## src/rtl/pwm_capture.sv

```systemverilog
// rtl/pwm_capture.sv - PWM receiver recovering a 4-bit duty code from high time and period
module pwm_capture #(
    parameter int CNT_W   = 16,
    parameter int TIMEOUT = 50000
) (
    input  logic             clk,
    input  logic             reset,
    input  logic             pwm_in,
    output logic [3:0]       duty_cycle,
    output logic             valid,
    output logic [CNT_W-1:0] high_time,
    output logic [CNT_W-1:0] period,
    output logic             stuck,
    output logic             overrun
);
    typedef enum logic [1:0] {IDLE, MEASURE, DIVIDE} state_t;

    localparam int               DW      = CNT_W + 4;
    localparam logic [CNT_W-1:0] CNT_MAX = '1;
    localparam logic [CNT_W-1:0] TO_CNT  = CNT_W'(TIMEOUT);
    localparam logic [CNT_W-1:0] CNT_ONE = CNT_W'(1);

    state_t           state_q;
    logic             s1_q, s2_q, s3_q;
    logic [CNT_W-1:0] period_cnt_q, high_cnt_q;
    logic [CNT_W-1:0] hi_r_q, per_r_q;
    logic [DW-1:0]    rem_q, dvs_q;
    logic [4:0]       quo_q;
    logic [2:0]       step_q;
    logic [3:0]       duty_q;
    logic             valid_q, stuck_q, overrun_q;
    logic [CNT_W-1:0] high_time_q, period_q;

    logic             rise, timeout_hit, q_bit;
    logic [CNT_W-1:0] period_cnt_d, high_cnt_d;
    logic [DW-1:0]    rem_d;
    logic [4:0]       quo_d;
    logic [3:0]       duty_d;

    always_comb begin
        rise         = s2_q & ~s3_q;
        timeout_hit  = !rise && !stuck_q && (state_q != DIVIDE) && (period_cnt_q == TO_CNT);
        period_cnt_d = rise ? CNT_ONE :
                       (period_cnt_q == CNT_MAX) ? period_cnt_q : period_cnt_q + CNT_ONE;
        high_cnt_d   = rise ? CNT_ONE :
                       (s2_q && high_cnt_q != CNT_MAX) ? high_cnt_q + CNT_ONE : high_cnt_q;
        // Divisor is pre-shifted by 4 and walks right, so each step yields one quotient bit
        q_bit        = (rem_q >= dvs_q);
        rem_d        = q_bit ? rem_q - dvs_q : rem_q;
        quo_d        = {quo_q[3:0], q_bit};
        // A zero period makes every step succeed, so it lands in the saturated branch too
        duty_d       = quo_d[4] ? 4'hF : quo_d[3:0];
    end

    always_ff @(posedge clk or negedge reset) begin
        if (!reset) begin
            state_q      <= IDLE;
            s1_q         <= 1'b0;
            s2_q         <= 1'b0;
            s3_q         <= 1'b0;
            period_cnt_q <= '0;
            high_cnt_q   <= '0;
            hi_r_q       <= '0;
            per_r_q      <= '0;
            rem_q        <= '0;
            dvs_q        <= '0;
            quo_q        <= '0;
            step_q       <= '0;
            duty_q       <= '0;
            valid_q      <= 1'b0;
            stuck_q      <= 1'b0;
            overrun_q    <= 1'b0;
            high_time_q  <= '0;
            period_q     <= '0;
        end else begin
            s1_q         <= pwm_in;
            s2_q         <= s1_q;
            s3_q         <= s2_q;
            period_cnt_q <= period_cnt_d;
            high_cnt_q   <= high_cnt_d;
            valid_q      <= 1'b0;
            overrun_q    <= 1'b0;
            if (rise) begin
                stuck_q <= 1'b0;
            end
            if (timeout_hit) begin
                stuck_q     <= 1'b1;
                duty_q      <= s2_q ? 4'hF : 4'h0;
                high_time_q <= '0;
                period_q    <= '0;
                valid_q     <= 1'b1;
                state_q     <= IDLE;
            end else begin
                case (state_q)
                    IDLE: begin
                        if (rise) begin
                            state_q <= MEASURE;
                        end
                    end
                    MEASURE: begin
                        if (rise) begin
                            hi_r_q  <= high_cnt_q;
                            per_r_q <= period_cnt_q;
                            rem_q   <= {high_cnt_q, 4'b0000};
                            dvs_q   <= {period_cnt_q, 4'b0000};
                            quo_q   <= '0;
                            step_q  <= '0;
                            state_q <= DIVIDE;
                        end
                    end
                    DIVIDE: begin
                        if (rise) begin
                            overrun_q <= 1'b1;
                            state_q   <= MEASURE;
                        end else begin
                            rem_q  <= rem_d;
                            dvs_q  <= dvs_q >> 1;
                            quo_q  <= quo_d;
                            step_q <= step_q + 3'd1;
                            if (step_q == 3'd4) begin
                                duty_q      <= duty_d;
                                high_time_q <= hi_r_q;
                                period_q    <= per_r_q;
                                valid_q     <= 1'b1;
                                state_q     <= MEASURE;
                            end
                        end
                    end
                    default: state_q <= IDLE;
                endcase
            end
        end
    end

    assign duty_cycle = duty_q;
    assign valid      = valid_q;
    assign high_time  = high_time_q;
    assign period     = period_q;
    assign stuck      = stuck_q;
    assign overrun    = overrun_q;
endmodule

```

## config.mk

```make
export PLATFORM = sky130hd
export DESIGN_NAME = pwm_capture
export DESIGN_NICKNAME = d
export VERILOG_FILES = /design/src/rtl/pwm_capture.sv
export SDC_FILE = /design/constraint.sdc
export NUM_CORES = 1
export LEC_CHECK = 0
export CORE_UTILIZATION = 30
export CTS_CLUSTER_DIAMETER = 100
export DETAILED_ROUTE_END_ITERATION = 7
export MAX_ROUTING_LAYER = met4
export SYNTH_ARGS = -nofsm -noshare
export SYNTH_HDL_FRONTEND = slang
export SYNTH_SLANG_ARGS = --single-unit
```

## constraint.sdc

```tcl
create_clock -name clk -period 2.6 [get_ports clk]
set_input_delay 0.26 -clock clk [delete_from_list [all_inputs] [get_ports clk]]
set_output_delay 0.26 -clock clk [all_outputs]
set_load 0.05 [all_outputs]
```

; ---- Word-level counts from Yosys, hierarchy flattened
; Cells that the tools add are included.
[totals]
in_bits = 3
reg_bits = 155
out_inout_bits = 39
elab_cells = 104
[op_classes]
bitwise_logic = 3
n_mux = 46
magnitude_cmp = 1
eq_ne = 15
add_sub_neg = 4
n_reduce_logical = 17
[op_table]
columns = op, n
row1 = $mux 16, 12
row2 = $mux 20, 5
row3 = $pmux 20 s2, 2
row4 = $add 16x1->16 const B, 2
row5 = $eq 16x16->1 const B, 2
row6 = $mux 4, 8
row7 = $ge 20x20->1, 1
row8 = $sub 20x20->20, 1
row9 = $ne 16x16->1 const B, 1
row10 = $mux 2, 5
row11 = $ne 2x2->1 const B, 5
row12 = $reduce_bool 2->1, 5
row13 = $mux 1, 9
row14 = $reduce_and 3->1, 3
row15 = $pmux 4 s2, 1
row16 = $mux 3, 2
row17 = $ne 3x3->1 const B, 2
row18 = $pmux 2 s3, 1
row19 = $pmux 3 s2, 1
row20 = $reduce_and 5->1, 1
row21 = $logic_and 1x1->1, 4
row22 = $ne 4x4->1 const B, 1
row23 = $reduce_and 4->1, 1
row24 = $add 3x1->3 const B, 1
row25 = 8 further kinds, 10

; ---- Logic depth before layout (Yosys ltp)
; Gate-level depths: netlist (run 1).
[logic_depth]
word_depth = 8
mapped_depth = 12
mapped_depth_nobuf = 11

; ---- Worst setup path after synthesis (run 1)
; Ideal clock, no wire load.
[synth_path]
path_type = reg2reg
startpoint = register rem_q[0]
endpoint = register rem_q[10]
stages_incl_launch_ff = 13
path_slack_ns = -0.194
synth_period_minus_slack_ns = 2.794
path_buffers = 1
setup_time_ns = 0.125
arrival_ns = 2.669
t_required_ns = 2.475
path_cell_list = dfrtp_1 > inv_1 > ha_1 > inv_1 > fa_1 > a21oi_1 > o21ai_0 > o31a_2 > a211oi_1 > o31a_2 > a21oi_4 > buf_12 > mux2_4
[synth_via]
elab_chain_cells = 4
word_cells_on_any_way = 7
classes_between = add/sub (1) / order compare (1) / eq/ne (1) / mux (3) / reduce/logical (1)
[synth_lines]
columns = item, line
row1 = from (decl), 27  ; logic [DW-1:0] rem_q, dvs_q;
row2 = from (signal assigned), 104  ; rem_q <= {high_cnt_q, 4'b0000};
row3 = from (signal assigned), 116  ; rem_q <= rem_d;
row4 = $sub 20x20->20, 49  ; rem_d = q_bit ? rem_q - dvs_q : rem_q;
row5 = $mux 20, 49
row6 = $mux 20, 112  ; if (rise) begin
row7 = $pmux 20 s2, 94  ; case (state_q)
; Parallel ways exist; a longest one is shown, timed or not. The select of a mux whose other input is x is not followed.
; A chain may end at the register's enable or synchronous reset.

; ---- Worst setup path in the final report (run 1)
[layout_path]
startpoint = register dvs_q[2]
endpoint = register rem_q[17]
[layout_via]
elab_chain_cells = 4
word_cells_on_any_way = 7
classes_between = add/sub (1) / order compare (1) / eq/ne (1) / mux (3) / reduce/logical (1)
[layout_lines]
columns = item, line
row1 = from (decl), 27
row2 = from (signal assigned), 105  ; dvs_q <= {period_cnt_q, 4'b0000};
row3 = from (signal assigned), 117  ; dvs_q <= dvs_q >> 1;
row4 = $sub 20x20->20, 49
row5 = $mux 20, 49
row6 = $mux 20, 112
row7 = $pmux 20 s2, 94
; Parallel ways exist; a longest one is shown, timed or not. The select of a mux whose other input is x is not followed.

==> results of run 1 <==
-- worst reg2reg max path, delay by kind of cell (launching register included) --
kind	cells	cell delay, ns
AO/OA/AOI/OAI	4	1.23
AND/OR/NAND/NOR	2	0.23
adder cells (fa/ha/maj)	1	0.39
flip-flops	1	0.35
multiplexers	1	0.20
buffers and inverters	2	0.24
-- layout make-up --
type,count,area [um^2]
multi-input cells,602,3642
well taps,330,412.9
fillers,2589,15810
clock buffers,21,460.4
repair buffers,109,962.2
inverters,38,142.6
flip-flops and latches,155,3879
clock inverters,11,88.84
-- synth_stat cells (all sizes together), types with 8 or more instances --
library cell | number | area share, %
a21o | 11 | 1.1
a21oi | 25 | 1.7
a22o | 9 | 1.0
buf | 10 | 1.3
clkbuf | 32 | 1.7
dfrtp | 155 | 50
ha | 25 | 4.0
inv | 38 | 1.8
mux2 | 17 | 2.9
mux2i | 16 | 2.0
nand2 | 213 | 10
nand3 | 21 | 1.4
nand4 | 9 | 0.72
nor2 | 52 | 2.5
nor3 | 13 | 0.83
o21ai | 71 | 4.5
o31ai | 8 | 0.77
xnor2 | 13 | 1.5
xor2 | 25 | 2.8
-- metal layers --
layer	global-route usage [%]	part of all wire, %	vias to the layer above
met5	-	0	-
met4	5.387	1.8	0
met3	2.743	3.3	21
met2	24.63	47	92
met1	20.17	48	3056
li1	-	-	3014
-- what timing repair did --
item | 4_1_cts | 5_1_grt
hold endpoints to repair | 64 | 0
gates resized for setup | 2 | 13
setup buffers | 3 | 1
pin swaps | 1 | 5
hold buffers | 1 | 0
setup endpoints to repair | 20 | 23
-- per-stage QoR --
stage / util (%) / power (uW)
after floorplan: - / 6403
after detailed placement: 35.09 / 7934
after global routing: 37.75 / 11350
after CTS: 37.50 / 10410
final: 37.75 / 10630
after global placement: 35.09 / 7883
-- worst paths after layout --
kind                                      startpoint                       end  slack, ns  depth (start not counted)
worst max-delay path            dvs_q[2]$_DFFE_PN0P_     rem_q[17]$_DFFE_PN0P_       -0.1                         10
worst min-delay path                          pwm_in            s1_q$_DFF_PN0_       0.29                          1
worst max register to register  dvs_q[2]$_DFFE_PN0P_     rem_q[17]$_DFFE_PN0P_       -0.1                         10
worst min register to register        s1_q$_DFF_PN0_            s2_q$_DFF_PN0_       0.35                          0
max in group asynchronous                      reset      rem_q[4]$_DFFE_PN0P_       1.36                          3
min in group asynchronous                      reset  high_time[8]$_DFFE_PN0P_       0.41                          2
-- sequential cells by signal, indices dropped and copies added, names as in the netlist, 2 cells and up --
| signal | flops |
|---|---|
| period_cnt_q | 16 |
| state_q | 2 |
| high_cnt_q | 16 |
| dvs_q | 20 |
| high_time | 16 |
| duty_cycle | 4 |
| quo_q | 4 |
| hi_r_q | 16 |
| rem_q | 20 |
| step_q | 3 |
| period | 16 |
| per_r_q | 16 |
-- power breakdown --
group          internal, uW  switching (uW)  total, uW  leakage [uW]
Combinational          2490            2780       5270       0.00204
Clock                  1280            1020       2310      0.000254
Sequential             2780             276       3060       0.00211
-- logic make-up (layout without fill, tap and decap cells) --
| family | after synthesis | count (layout) | synth area share [%] |
|---|---|---|---|
| flops | 155 | 155 | 49.60 |
| buf+inv | 81 | 179 | 4.960 |
| fa+ha+maj | 26 | 26 | 4.256 |
| simple gates | 345 | 345 | 19.01 |
| xor+xnor | 38 | 38 | 4.256 |
| compound gates | 160 | 160 | 12.99 |
| mux | 33 | 33 | 4.928 |
==> impl_metrics.json, run 1 <==
{
  "grt_antenna_before_repair": 0,
  "synthCells": 838,
  "status": "finished, violations left",
  "wl_um": 19140,
  "io_buffers": 41,
  "nets": 952,
  "critPathLaunchType": "register",
  "num_antenna_cells": 0,
  "slew_viol_final": 0,
  "finalCriticalPeriod_ns": 2.698,
  "drive_above_1_share_pct": 16.13,
  "ys.flop_type": "dfrtp_1",
  "clock_skew_ns": 0.01840,
  "routabilityCongestion": 0.8624,
  "rows": 58,
  "required_ns": 2.96,
  "vias": 6183,
  "path_buf_inv": 2,
  "setup_viol_count_final": 15,
  "initial_utilization_pct": 30.79,
  "worst-setup-path-type": "register to register",
  "cts_buffer_depth": 2,
  "violations": "setup timing",
  "tightest_slew_ns": 0.6472,
  "die_h_um": 163.5,
  "critical_path.endpoint_type": "register",
  "synth-seq-cells": 155,
  "clk_root_buffer_cell": "clkbuf_16",
  "critical-path-slowest-cell": "a2111oi_0",
  "grt_max_degree": 67,
  "coreArea_um2": 25400,
  "finalInstanceArea_um2": 9588,
  "routedWlPerCell_um": 15.12,
  "relSlewSlack_pct": 56.85,
  "final_common_cell": "nand2_1",
  "ys_seq_area_share_pct": 49.60,
  "yosysUniqueCellTypes": 67,
  "clk_latency_ns": 0.43,
  "final_cell_mix": "nand2_1 (213), dfrtp_1 (155), o21ai_0 (69)",
  "h-tree-depth": 4,
  "clkTransAtPathRegs_ns": 0.07,
  "die-area_um2": 26720,
  "yosysWarningCount": 0,
  "cap_violations": 0,
  "die_w_um": 163.5,
  "drcViolationCount": 0,
  "clock_sinks": 155,
  "postPlaceCellArea_um2": 8912,
  "synth_edf_count": 0,
  "syn2layout_area_growth_pct": 22.61,
  "syn_area_um2": 7820,
  "num_io_pins": 42,
  "synthArstFlopShare_pct": 100.0,
  "track_usage_pct": 15.63,
  "crit_fanout": 5,
  "cts-buffers-inserted": 17,
  "worst_slack_ns": -0.09838,
  "ir_worst_vdd_v": 0.0006892,
  "fin_hold_ws_ns": 0.2910,
  "first_pass_iters": 4,
  "syn-num-nets": 867,
  "min_period_over_period_pct": 103.8,
  "overflow": 0,
  "grt_pass1_vias": 6160,
  "grt_pass1_wl_um": 31690,
  "drt_iter0_drc": 451,
  "fin_cells": 1266,
  "syn_area_per_cell_um2": 9.332,
  "critPathMaxStageDelay_ns": 0.40,
  "max_clock_freq_ghz": 0.3706,
  "viasPerCell": 4.884,
  "hold_viol": 0,
  "hp-class": "input port to register",
  "power.density_nw_per_um2": 1109,
  "pre_cts_ws_ns": -0.3508,
  "grt_setup_unrepaired": "true",
  "path_cells": "inv_1, ha_1, nand3_1, o21bai_1, a31o_2, a2111oi_0, buf_4, nor4_1, o31ai_1, mux2_4",
  "cts_tree": "yes",
  "dp.cells": 1229,
  "hpwl_um": 13300,
  "tns_ns": -0.5656,
  "worstPathArrival_ns": 3.06,
  "cp_top_family": "compound AO/OA/AOI/OAI gates",
  "p_leak_uw": 0.004413,
  "ant_nets": 0
}
No activity file was read; power rests on OpenSTA's default activity.
==> inputs of run 2 (changes only) <==
Settings changed: CTS_CLUSTER_SIZE set to 24, PLACE_DENSITY set to 0.44.
==> run 2 against run 1 <==
Effect of this change:
- critical endpoint is now rem_q[13]$_DFFE_PN0P_
- clock skew fell by 0.0023 ns
- count of clock-buffer cells in the layout is 4 lower
- utilization up 0.74 points
- final area rose by 2.0%
- routed wire length increased by 8.3%
- critical path depth grew 2
- cell count rose by 1.2%
- via count is 1.8% lower
- the run still ends with setup timing left
==> impl_metrics.json, run 2 (synthesis results as in run 1) <==
{
  "status": "finished, violations left",
  "violations": "setup timing",
  "pre_cts_ws_ns": -0.4258,
  "slew_viol_final": 0,
  "drcViolationCount": 0,
  "clk_latency_ns": 0.44,
  "routedWlPerCell_um": 16.17,
  "track_usage_pct": 17.46,
  "viasPerCell": 4.739,
  "overflow": 0,
  "dp.cells": 1244,
  "finalCriticalPeriod_ns": 2.665,
  "hold_viol": 0,
  "required_ns": 2.91,
  "grt_antenna_before_repair": 0,
  "num_io_pins": 42,
  "cts_buffer_depth": 2,
  "path_cells": "inv_1, ha_2, inv_2, fa_2, a21oi_4, o21ai_2, o31a_2, a211oi_2, o31a_2, a21oi_4, buf_6, mux2_4",
  "vias": 6071,
  "postPlaceCellArea_um2": 9062,
  "top_regs": "dvs_q (20), rem_q (20)",
  "ant_nets": 0,
  "fin_cells": 1281,
  "power.density_nw_per_um2": 1118,
  "num_antenna_cells": 0,
  "critPathLaunchType": "register",
  "hpwl_um": 14700,
  "die_h_um": 163.5,
  "drive_above_1_share_pct": 17.77,
  "clock_sinks": 155,
  "cap_violations": 0,
  "final_common_cell": "nand2_1",
  "setup_viol_count_final": 17,
  "nets": 967,
  "ir_worst_vdd_v": 0.0006320,
  "die_w_um": 163.5,
  "p_leak_uw": 0.004541,
  "clk_root_buffer_cell": "clkbuf_16",
  "min_period_over_period_pct": 102.5,
  "die-area_um2": 26720,
  "worst_slack_ns": -0.06518,
  "worst-setup-path-type": "register to register",
  "grt_pass1_vias": 6315,
  "critical-path-slowest-cell": "dfrtp_1",
  "grt_setup_unrepaired": "true",
  "drt_iter0_drc": 346,
  "routabilityCongestion": 0.8456,
  "relSlewSlack_pct": 56.81,
  "wl_um": 20720,
  "first_pass_iters": 4,
  "crit_fanout": 5,
  "fin_hold_ws_ns": 0.2704,
  "critPathMaxStageDelay_ns": 0.38,
  "syn2layout_area_growth_pct": 25.01,
  "hp-class": "input port to register",
  "critical_path.endpoint_type": "register",
  "coreArea_um2": 25400,
  "worstPathArrival_ns": 2.98,
  "clkTransAtPathRegs_ns": 0.07,
  "cts-buffers-inserted": 17,
  "cts_tree": "yes",
  "grt_max_degree": 65,
  "tightest_slew_ns": 0.6479,
  "clock_skew_ns": 0.01608,
  "rows": 58,
  "max_clock_freq_ghz": 0.3752,
  "io_buffers": 41,
  "grt_pass1_wl_um": 35120,
  "finalInstanceArea_um2": 9776,
  "final_cell_mix": "nand2_1 (212), dfrtp_1 (155), buf_4 (74)",
  "h-tree-depth": 4,
  "initial_utilization_pct": 30.79
}
[run 2: metrics by stage]
step           total power, uW  setup TNS, ns  util (%)
2_1_floorplan             6403              0         -
3_3_place_gp              8193         -5.762     35.68
3_5_place_dp              8196         -6.679     35.68
4_1_cts                  10940        -0.9605     38.34
5_1_grt                  11730         -3.374     38.49
6_report                 10930        -0.7129     38.49
[run 2: worst max-delay path, delay by kind of cell, from the launching register on]
family	cells	cell delay [ns]
fa+ha+maj	2	0.53
flops	1	0.38
buf+inv	3	0.26
mux	1	0.29
compound gates	6	1.09
[run 2: timing repair]
| item | 4_1_cts | 5_1_grt |
|---|---|---|
| buffers inserted | 4 | 0 |
| endpoints found under the setup margin | 22 | 22 |
| endpoints found under the hold margin | 62 | 0 |
| hold buffers | 1 | 0 |
| gates resized for setup | 8 | 11 |
| pin swaps | 3 | 2 |
[run 2: path summary, 6_finish.rpt]
kind,from,to,slack (ns),depth (start not counted)
max reg2reg,rem_q[0]$_DFFE_PN0P_,rem_q[13]$_DFFE_PN0P_,-0.07,12
max,rem_q[0]$_DFFE_PN0P_,rem_q[13]$_DFFE_PN0P_,-0.07,12
min reg2reg,s1_q$_DFF_PN0_,s2_q$_DFF_PN0_,0.35,0
min in group asynchronous,reset,rem_q[4]$_DFFE_PN0P_,0.41,2
max in group asynchronous,reset,period_cnt_q[5]$_DFFE_PN0P_,1.49,3
min,pwm_in,s1_q$_DFF_PN0_,0.27,1
[run 2: area by class of cell]
| class | count | area, um^2 |
|---|---|---|
| inverter | 38 | 142.6 |
| timing repair buffer | 124 | 1102 |
| multi-input combinational | 602 | 3638 |
| clock inverter | 15 | 175.2 |
| tap | 330 | 412.9 |
| sequential | 155 | 3879 |
| fill | 2598 | 15620 |
| clock buffer | 17 | 425.4 |
[run 2: power by group]
part | switching, uW | internal [uW] | total [uW]
Clock | 1220 | 1300 | 2520
Combinational | 2800 | 2560 | 5360
Sequential | 267 | 2780 | 3040
Total | 4290 | 6630 | 10900
[run 2: layer usage]
metal | track usage [%] | part of all wire (%) | vias up | wire [um]
met4 | 4.840 | 1.3 | 0 | 265
met1 | 23.72 | 51 | 2947 | 10550
met5 | - | 0 | - | 0
li1 | - | - | 3046 | -
met3 | 3.174 | 2.2 | 16 | 464
met2 | 26.52 | 46 | 62 | 9439
